===== src/rtl/pipe_deser.sv =====
// Serial-to-parallel deserializer for the LSB-first stream from pipe.o_bit.
// Completed LN-bit words go to a 2-entry valid/ready buffer; a word that finds the buffer full is dropped and sets a sticky flag.
module pipe_deser #(
  parameter int LN = 8
) (
  input  logic          i_clk,
  input  logic          i_reset_n,
  input  logic          i_ce,
  input  logic          i_bit,
  input  logic          i_sync,
  input  logic          i_clr_ovf,
  output logic          o_valid,
  input  logic          i_ready,
  output logic [LN-1:0] o_word,
  output logic          o_overflow
);

  localparam int CW = (LN > 2) ? $clog2(LN) : 1;
  localparam logic [CW-1:0] LAST = CW'(LN - 1);

  // Only the upper LN-1 accumulator bits are stored: bit 0 is always shifted out before a word completes.
  logic [LN-2:0] r_acc;
  logic [CW-1:0] r_cnt;
  logic [LN-2:0] w_accNext;
  logic [LN-1:0] w_pushWord;
  logic          w_push;
  logic          w_pop;

  logic [LN-1:0] r_head;
  logic [LN-1:0] r_tail;
  logic [1:0]    r_count;
  logic          r_overflow;

  generate
    if (LN == 2) begin : gNarrow
      assign w_accNext = i_bit;
    end else begin : gWide
      assign w_accNext = {i_bit, r_acc[LN-2:1]};
    end
  endgenerate

  assign w_pushWord = {i_bit, r_acc};
  assign w_push     = i_ce && !i_sync && (r_cnt == LAST);
  assign w_pop      = o_valid && i_ready;

  always_ff @(posedge i_clk or negedge i_reset_n) begin
    if (!i_reset_n) begin
      r_acc <= '0;
      r_cnt <= '0;
    end else if (i_sync) begin
      if (i_ce) begin
        r_acc <= w_accNext;
        r_cnt <= CW'(1);
      end else begin
        r_cnt <= '0;
      end
    end else if (i_ce) begin
      r_acc <= w_accNext;
      r_cnt <= (r_cnt == LAST) ? '0 : r_cnt + CW'(1);
    end
  end

  always_ff @(posedge i_clk or negedge i_reset_n) begin
    if (!i_reset_n) begin
      r_head  <= '0;
      r_tail  <= '0;
      r_count <= 2'd0;
    end else begin
      case (r_count)
        2'd0: begin
          if (w_push) begin
            r_head  <= w_pushWord;
            r_count <= 2'd1;
          end
        end
        2'd1: begin
          if (w_push && w_pop) begin
            r_head <= w_pushWord;
          end else if (w_push) begin
            r_tail  <= w_pushWord;
            r_count <= 2'd2;
          end else if (w_pop) begin
            r_count <= 2'd0;
          end
        end
        default: begin
          // A push without a pop while full is dropped; the buffer is left untouched.
          if (w_pop) begin
            r_head <= r_tail;
            if (w_push) begin
              r_tail <= w_pushWord;
            end else begin
              r_count <= 2'd1;
            end
          end
        end
      endcase
    end
  end

  always_ff @(posedge i_clk or negedge i_reset_n) begin
    if (!i_reset_n) begin
      r_overflow <= 1'b0;
    end else if (w_push && !w_pop && (r_count == 2'd2)) begin
      r_overflow <= 1'b1;
    end else if (i_clr_ovf) begin
      r_overflow <= 1'b0;
    end
  end

  assign o_valid    = (r_count != 2'd0);
  assign o_word     = o_valid ? r_head : '0;
  assign o_overflow = r_overflow;

endmodule


===== config.mk =====
export PLATFORM = sky130hd
export DESIGN_NAME = pipe_deser
export DESIGN_NICKNAME = d
export VERILOG_FILES = /design/src/rtl/pipe_deser.sv
export SDC_FILE = /design/constraint.sdc
export NUM_CORES = 1
export LEC_CHECK = 0
export ABC_AREA = 0
export BUFFER_PORTS_ARGS = -buffer_cell sky130_fd_sc_hd__buf_2
export CORE_MARGIN = 2
export CORE_UTILIZATION = 56
export CTS_BUF_LIST = sky130_fd_sc_hd__clkbuf_8 sky130_fd_sc_hd__clkbuf_16
export DETAILED_ROUTE_END_ITERATION = 7
export HOLD_SLACK_MARGIN = 0.06
export PLACE_DENSITY = 0.77
export SETUP_SLACK_MARGIN = 0.02
export SYNTH_ARGS = -nofsm -noshare
export SYNTH_HDL_FRONTEND = slang
export SYNTH_SLANG_ARGS = --single-unit

===== constraint.sdc =====
create_clock -name i_clk -period 2.4 [get_ports i_clk]
set_input_delay 0.36 -clock i_clk [delete_from_list [all_inputs] [get_ports i_clk]]
set_output_delay 0.36 -clock i_clk [all_outputs]
set_load 0.02 [all_outputs]

==> out/metrics.cfg, run 1 <==
[run_status]
outcome=finished, final reports clean

[detailed_routing]
ant_nets=0
detailedRoute.firstPassIterationCount=4
dr_total_vias=950
drtIter0Drc=29
routed_via_density=5.864
routedWlPerCell_microns=16.37
drc=0
wl_microns=2652

[pwr]
switching_share=0.2374
p_sw_uw=257.6
clockPowerShare=0.361
p_seq_frac=0.543
power.density_nw_per_um2=682.7
p_int_uw=827.2
p_comb_frac=0.096
peakVddDrop_v=0.0005886
leakage_uw=0.0007689

[setup_path]
end_kind=flop
cp.required_ns=2.61
path_class=reg2reg
cp_max_fo=8
cp-start-kind=flop
arrival_ns=2.17

[clock_network]
postCtsSetupBuffers=0
cts.sinks=29
max-clock-path-buffers=2
root_buffer=clkbuf_8
cts_tree=yes
numCtsBuffers=5
path_clk_slew_ns=0.06
cts_hold_repair.buffers=0
htreeDepth=2
post_cts_resized=0
clkLatencyLatePin_ns=0.28

[sta]
rsz0062_at_grt=no
timing.hold.ws_ns=0.1151
hold_violations=0
clock_skew_ns=0.004094
min_period_ns=1.957
relSlewSlack=0.5240
finalSetupTns_ns=0
finalSetupViolCount=0
layout_worst_path_cycle_share=0.8154
worst_slew_pin_slew_ns=0.7140
slew_viol_final=0
fmax_mhz=511.0

[finish]
final_layout_size_suffix_gt1_frac=0.3788
final_common_cell=dfrtp_1
syn_to_final_growth_pct=13.49
fill_cells=201
final_area_sq_um=1589
nNetsFinal=141
antenna_cells=0
final_cell_mix=dfrtp_1, buf_2, mux2_2

[run]
drv_cap=0

[global_routing]
antenna_found_initial=0
grt_max_degree=30
grt_pass1_vias=885
grt_first_pass_wirelength_microns=4305
gr-total-overflow=0
grt.total_usage=0.2185

[floorplan]
rows=18
num_io_pins=17
die_h_microns=54
die_area_sq_um=2916
start_util=0.5756
die_x_microns=54
core_area_sq_um=2432

[synth]
syn_inst=113
synth.area.top_cells=dfrtp_1, mux2_2, mux2i_1
synth_top_cell_area_share=0.5183
ys_seq_area_frac=0.5183
syn_avg_cell_area_sq_um=12.39
synth.net_count=122
yosysTopAreaCell=dfrtp_1
ys_types=24
synth_seq_cells=29
yosysWarnings=0
synth_area_sq_um=1400

[placement]
place_area_sq_um=1503
place.gp.congestion=0.7809
port_buffers=16
place_hpwl_microns=1779

[worst_hold_path]
hp-class=in2async

==> Yosys cell counts, drive strengths merged <==
cell,count
a21o,1
a21oi,4
a221o,1
and4bb,1
buf,3
clkbuf,2
dfrtp,29
ha,2
inv,2
mux2,15
mux2i,9
nand2,10
nand2b,3
nand3b,2
nor2,5
nor2b,9
o21ai,3
o221a,8
o41ai,1
or3,1
or3b,1
xor2,1
==> through the flow <==
step / utilization / power, uW / instances / setup slack [ns]
floorplan: - / 660.1 / 113 / 0.6809
global placement: 0.6178 / 696.5 / 155 / 0.4919
detailed placement: 0.6178 / 702.1 / 155 / 0.4818
CTS: 0.6533 / 1100 / 162 / 0.4391
global route: 0.6533 / 1141 / 162 / 0.2946
finish: 0.6533 / 1085 / 162 / 0.4431
==> routing by layer <==
metal  global-route usage  part of all wire
met1               0.2849              0.44
met2               0.3272              0.48
met3              0.05833             0.068
met4               0.1250             0.014
met5                    0                 0
==> critical path, cell delays in order (launching register included) <==
cell      delay, ns
dfrtp_1        0.37
ha_1           0.17
ha_1           0.26
nand3b_4       0.15
a21oi_1        0.62
o221a_2        0.33
==> state kept, by name, summed over array words and instances, names as in the netlist <==
register and cells:
r_head 8, r_count 2, r_cnt 3, r_acc 7
o_overflow 1, r_tail 8
==> cell families (layout without fill, tap and decap cells) <==
group                    count (synthesis)  after routing  synth area share
multiplexers                            24             24            0.1850
AND/OR/NAND/NOR                         32             32            0.1349
AO/OA/AOI/OAI                           18             18            0.1162
flip-flops                              29             29            0.5183
adder cells (fa/ha/maj)                  2              2           0.01787
XOR/XNOR                                 1              1          0.006257
buffers and inverters                    7             26           0.02145
==> power by group through the flow <==
| stage | Sequential [uW] | Clock (uW) | Combinational (uW) |
|---|---|---|---|
| finish | 589 | 391 | 105 |
| global route | 596 | 428 | 117 |
| CTS | 588 | 406 | 106 |
| detailed placement | 597 | 0 | 105 |
| global placement | 594 | 0 | 102 |
| floorplan | 579 | 0 | 80.8 |
==> final timing paths <==
kind / start / slack (ns) / cells past startpoint / to
max reg2reg: r_cnt[0] / 0.44 / 5 / r_head[7]
min reg2reg: o_overflow / 0.50 / 2 / o_overflow
min in group i_clk: i_sync / 0.32 / 2 / r_cnt[1]
max in group asynchronous: i_reset_n / 1.85 / 1 / r_acc[2]
max: r_cnt[0] / 0.44 / 5 / r_head[7]
min: i_reset_n / 0.12 / 1 / r_cnt[1]
==> cell type report <==
cell class,count,area [sq um],area share
Clock buffer,6,82.58,0.05197
Clock inverter,1,3.754,0.002362
Inverter,2,7.507,0.004724
Multi-Input combinational cell,77,644.4,0.4055
Sequential cell,29,725.7,0.4567
Tap cell,30,37.54,0.02362
Timing Repair Buffer,17,87.58,0.05512
(Power assumes the default switching activity.)
==> run 2: changes to the inputs <==
- clock period: 2.4 -> 1.95 ns (I/O delays scaled with it)
==> run 2 against run 1 <==
Against the previous run:
- sequential share of layout area is 1.2 points lower
- clock power increased by 25%
- critical path depth did not move
- non-clock buffer count grew 4
- die area unchanged
- worst setup slack lost 0.30 ns
- via count increased by 0.42%
- final area grew 2.8%
- flip-flop and latch count is the same
- cell count is 3.1% higher
- routed wire length up 1.8%
- critical endpoint unchanged
==> out/metrics.cfg, run 2 (same netlist as run 1, synthesis figures left out) <==
[finish]
antenna_cells=0
multiInputGateArea_sq_um=655.6
fill_cells=187
final_layout_size_suffix_gt1_frac=0.4234
final_area_sq_um=1633
final_common_cell=dfrtp_1
nNetsFinal=145
post-route-util=0.6713
syn_to_final_growth_pct=16.62
seqCellArea_sq_um=725.7
largestRegisters=r_head: 8 flops, r_tail: 8 flops, r_acc: 7 flops
final_cell_mix=dfrtp_1, buf_2, mux2_2

[detailed_routing]
wl_microns=2699
routedWlPerCell_microns=16.16
ant_nets=0
dr_total_vias=954
drc=0
detailedRoute.firstPassIterationCount=4
routed_via_density=5.713
drtIter0Drc=19

[floorplan]
die_x_microns=54
num_io_pins=17
die_area_sq_um=2916
rows=18
core_area_sq_um=2432
die_h_microns=54
start_util=0.5756

[sta]
rsz0062_at_grt=no
min_period_ns=1.807
clock_skew_ns=0.005392
layout_worst_path_cycle_share=0.9265
relSlewSlack=0.5832
finalSetupTns_ns=0
hold_violations=0
worst_slew_pin_slew_ns=0.6252
fmax_mhz=553.5
finalSetupViolCount=0
finalWorstSetupSlack_ns=0.1433
slew_viol_final=0

[setup_path]
crit_chain=ha_1 -> ha_1 -> nand3b_4 -> or3_4 -> o221a_2
critPathMaxStageDelay_ns=0.45
cp_slowest_cell=or3_4
arrival_ns=1.98
path_class=reg2reg
cp-start-kind=flop
cp.required_ns=2.12
cp_max_fo=8
path_common_cell=ha_1
end_kind=flop

[worst_hold_path]
hp-class=in2reg

[placement]
pre_cts_slack_ns=0.04444
port_buffers=16
place_hpwl_microns=1764
place_area_sq_um=1525
place.gp.congestion=0.7278

[clock_network]
cts.sinks=29
root_buffer=clkbuf_8
path_clk_slew_ns=0.06
cts_tree=yes
max-clock-path-buffers=2
htreeDepth=2
numCtsBuffers=5
clkLatencyLatePin_ns=0.28

[pwr]
power.density_nw_per_um2=827.2
peakVddDrop_v=0.0006621
p_total_uw=1351
leakage_uw=0.0007864

[global_routing]
gr-total-overflow=0
grt.total_usage=0.2218
grt_first_pass_wirelength_microns=4333
antenna_found_initial=0
grt_max_degree=30
grt_pass1_vias=928

[run]
drv_cap=0

[run_status]
outcome=finished, final reports clean

-- run 2: final timing paths --
path / endpoint / from / slack, ns / cells after the start
max: r_head[7] / r_cnt[0] / 0.14 / 5
min: r_cnt[1] / i_sync / 0.24 / 2
max reg2reg: r_head[7] / r_cnt[0] / 0.14 / 5
min reg2reg: r_tail[6] / r_tail[6] / 0.51 / 1
max in group asynchronous: r_tail[5] / i_reset_n / 0.99 / 2
min in group asynchronous: o_overflow / i_reset_n / 0.55 / 2
-- run 2: timing repair --
item / in CTS / in global routing
hold endpoints to repair: 29 / 0
gates resized for setup: 1 / 2
hold buffers: 1 / 0
setup endpoints to repair: 3 / 8
buffers inserted: 0 / 0
-- run 2: power breakdown --
| group | switching, uW | total, uW | internal, uW |
|---|---|---|---|
| Sequential | 60.9 | 727 | 666 |
| Combinational | 51.9 | 134 | 81.8 |
| Clock | 244 | 490 | 246 |
| Total | 357 | 1350 | 994 |
-- run 2: area by class of cell --
cell class / instances / area share
inverters: 2 / 0.004598
repair buffers: 21 / 0.07356
clock inverters: 3 / 0.01073
flip-flops and latches: 29 / 0.4444
multi-input cells: 77 / 0.4015
clock buffers: 5 / 0.04215
well taps: 30 / 0.02299
-- run 2: critical path, delay by kind of cell (launching register included) --
family	cells	cell delay, ns
flops	1	0.38
fa+ha+maj	2	0.42
simple gates	2	0.61
compound gates	1	0.29
-- run 2: layer usage --
metal,part of all wire,vias up,GRT usage
li1,-,456,-
met1,0.46,467,0.2631
met2,0.48,26,0.3577
met3,0.046,5,0.07500
met4,0.016,0,0.1125
met5,0,-,0
-- run 2: metrics by stage --
step | hold WS [ns] | instances
after floorplan | -0.003091 | 113
after global placement | 0.3385 | 158
after detailed placement | 0.3473 | 158
after CTS | 0.2372 | 167
after global routing | 0.2600 | 167
final | 0.2383 | 167
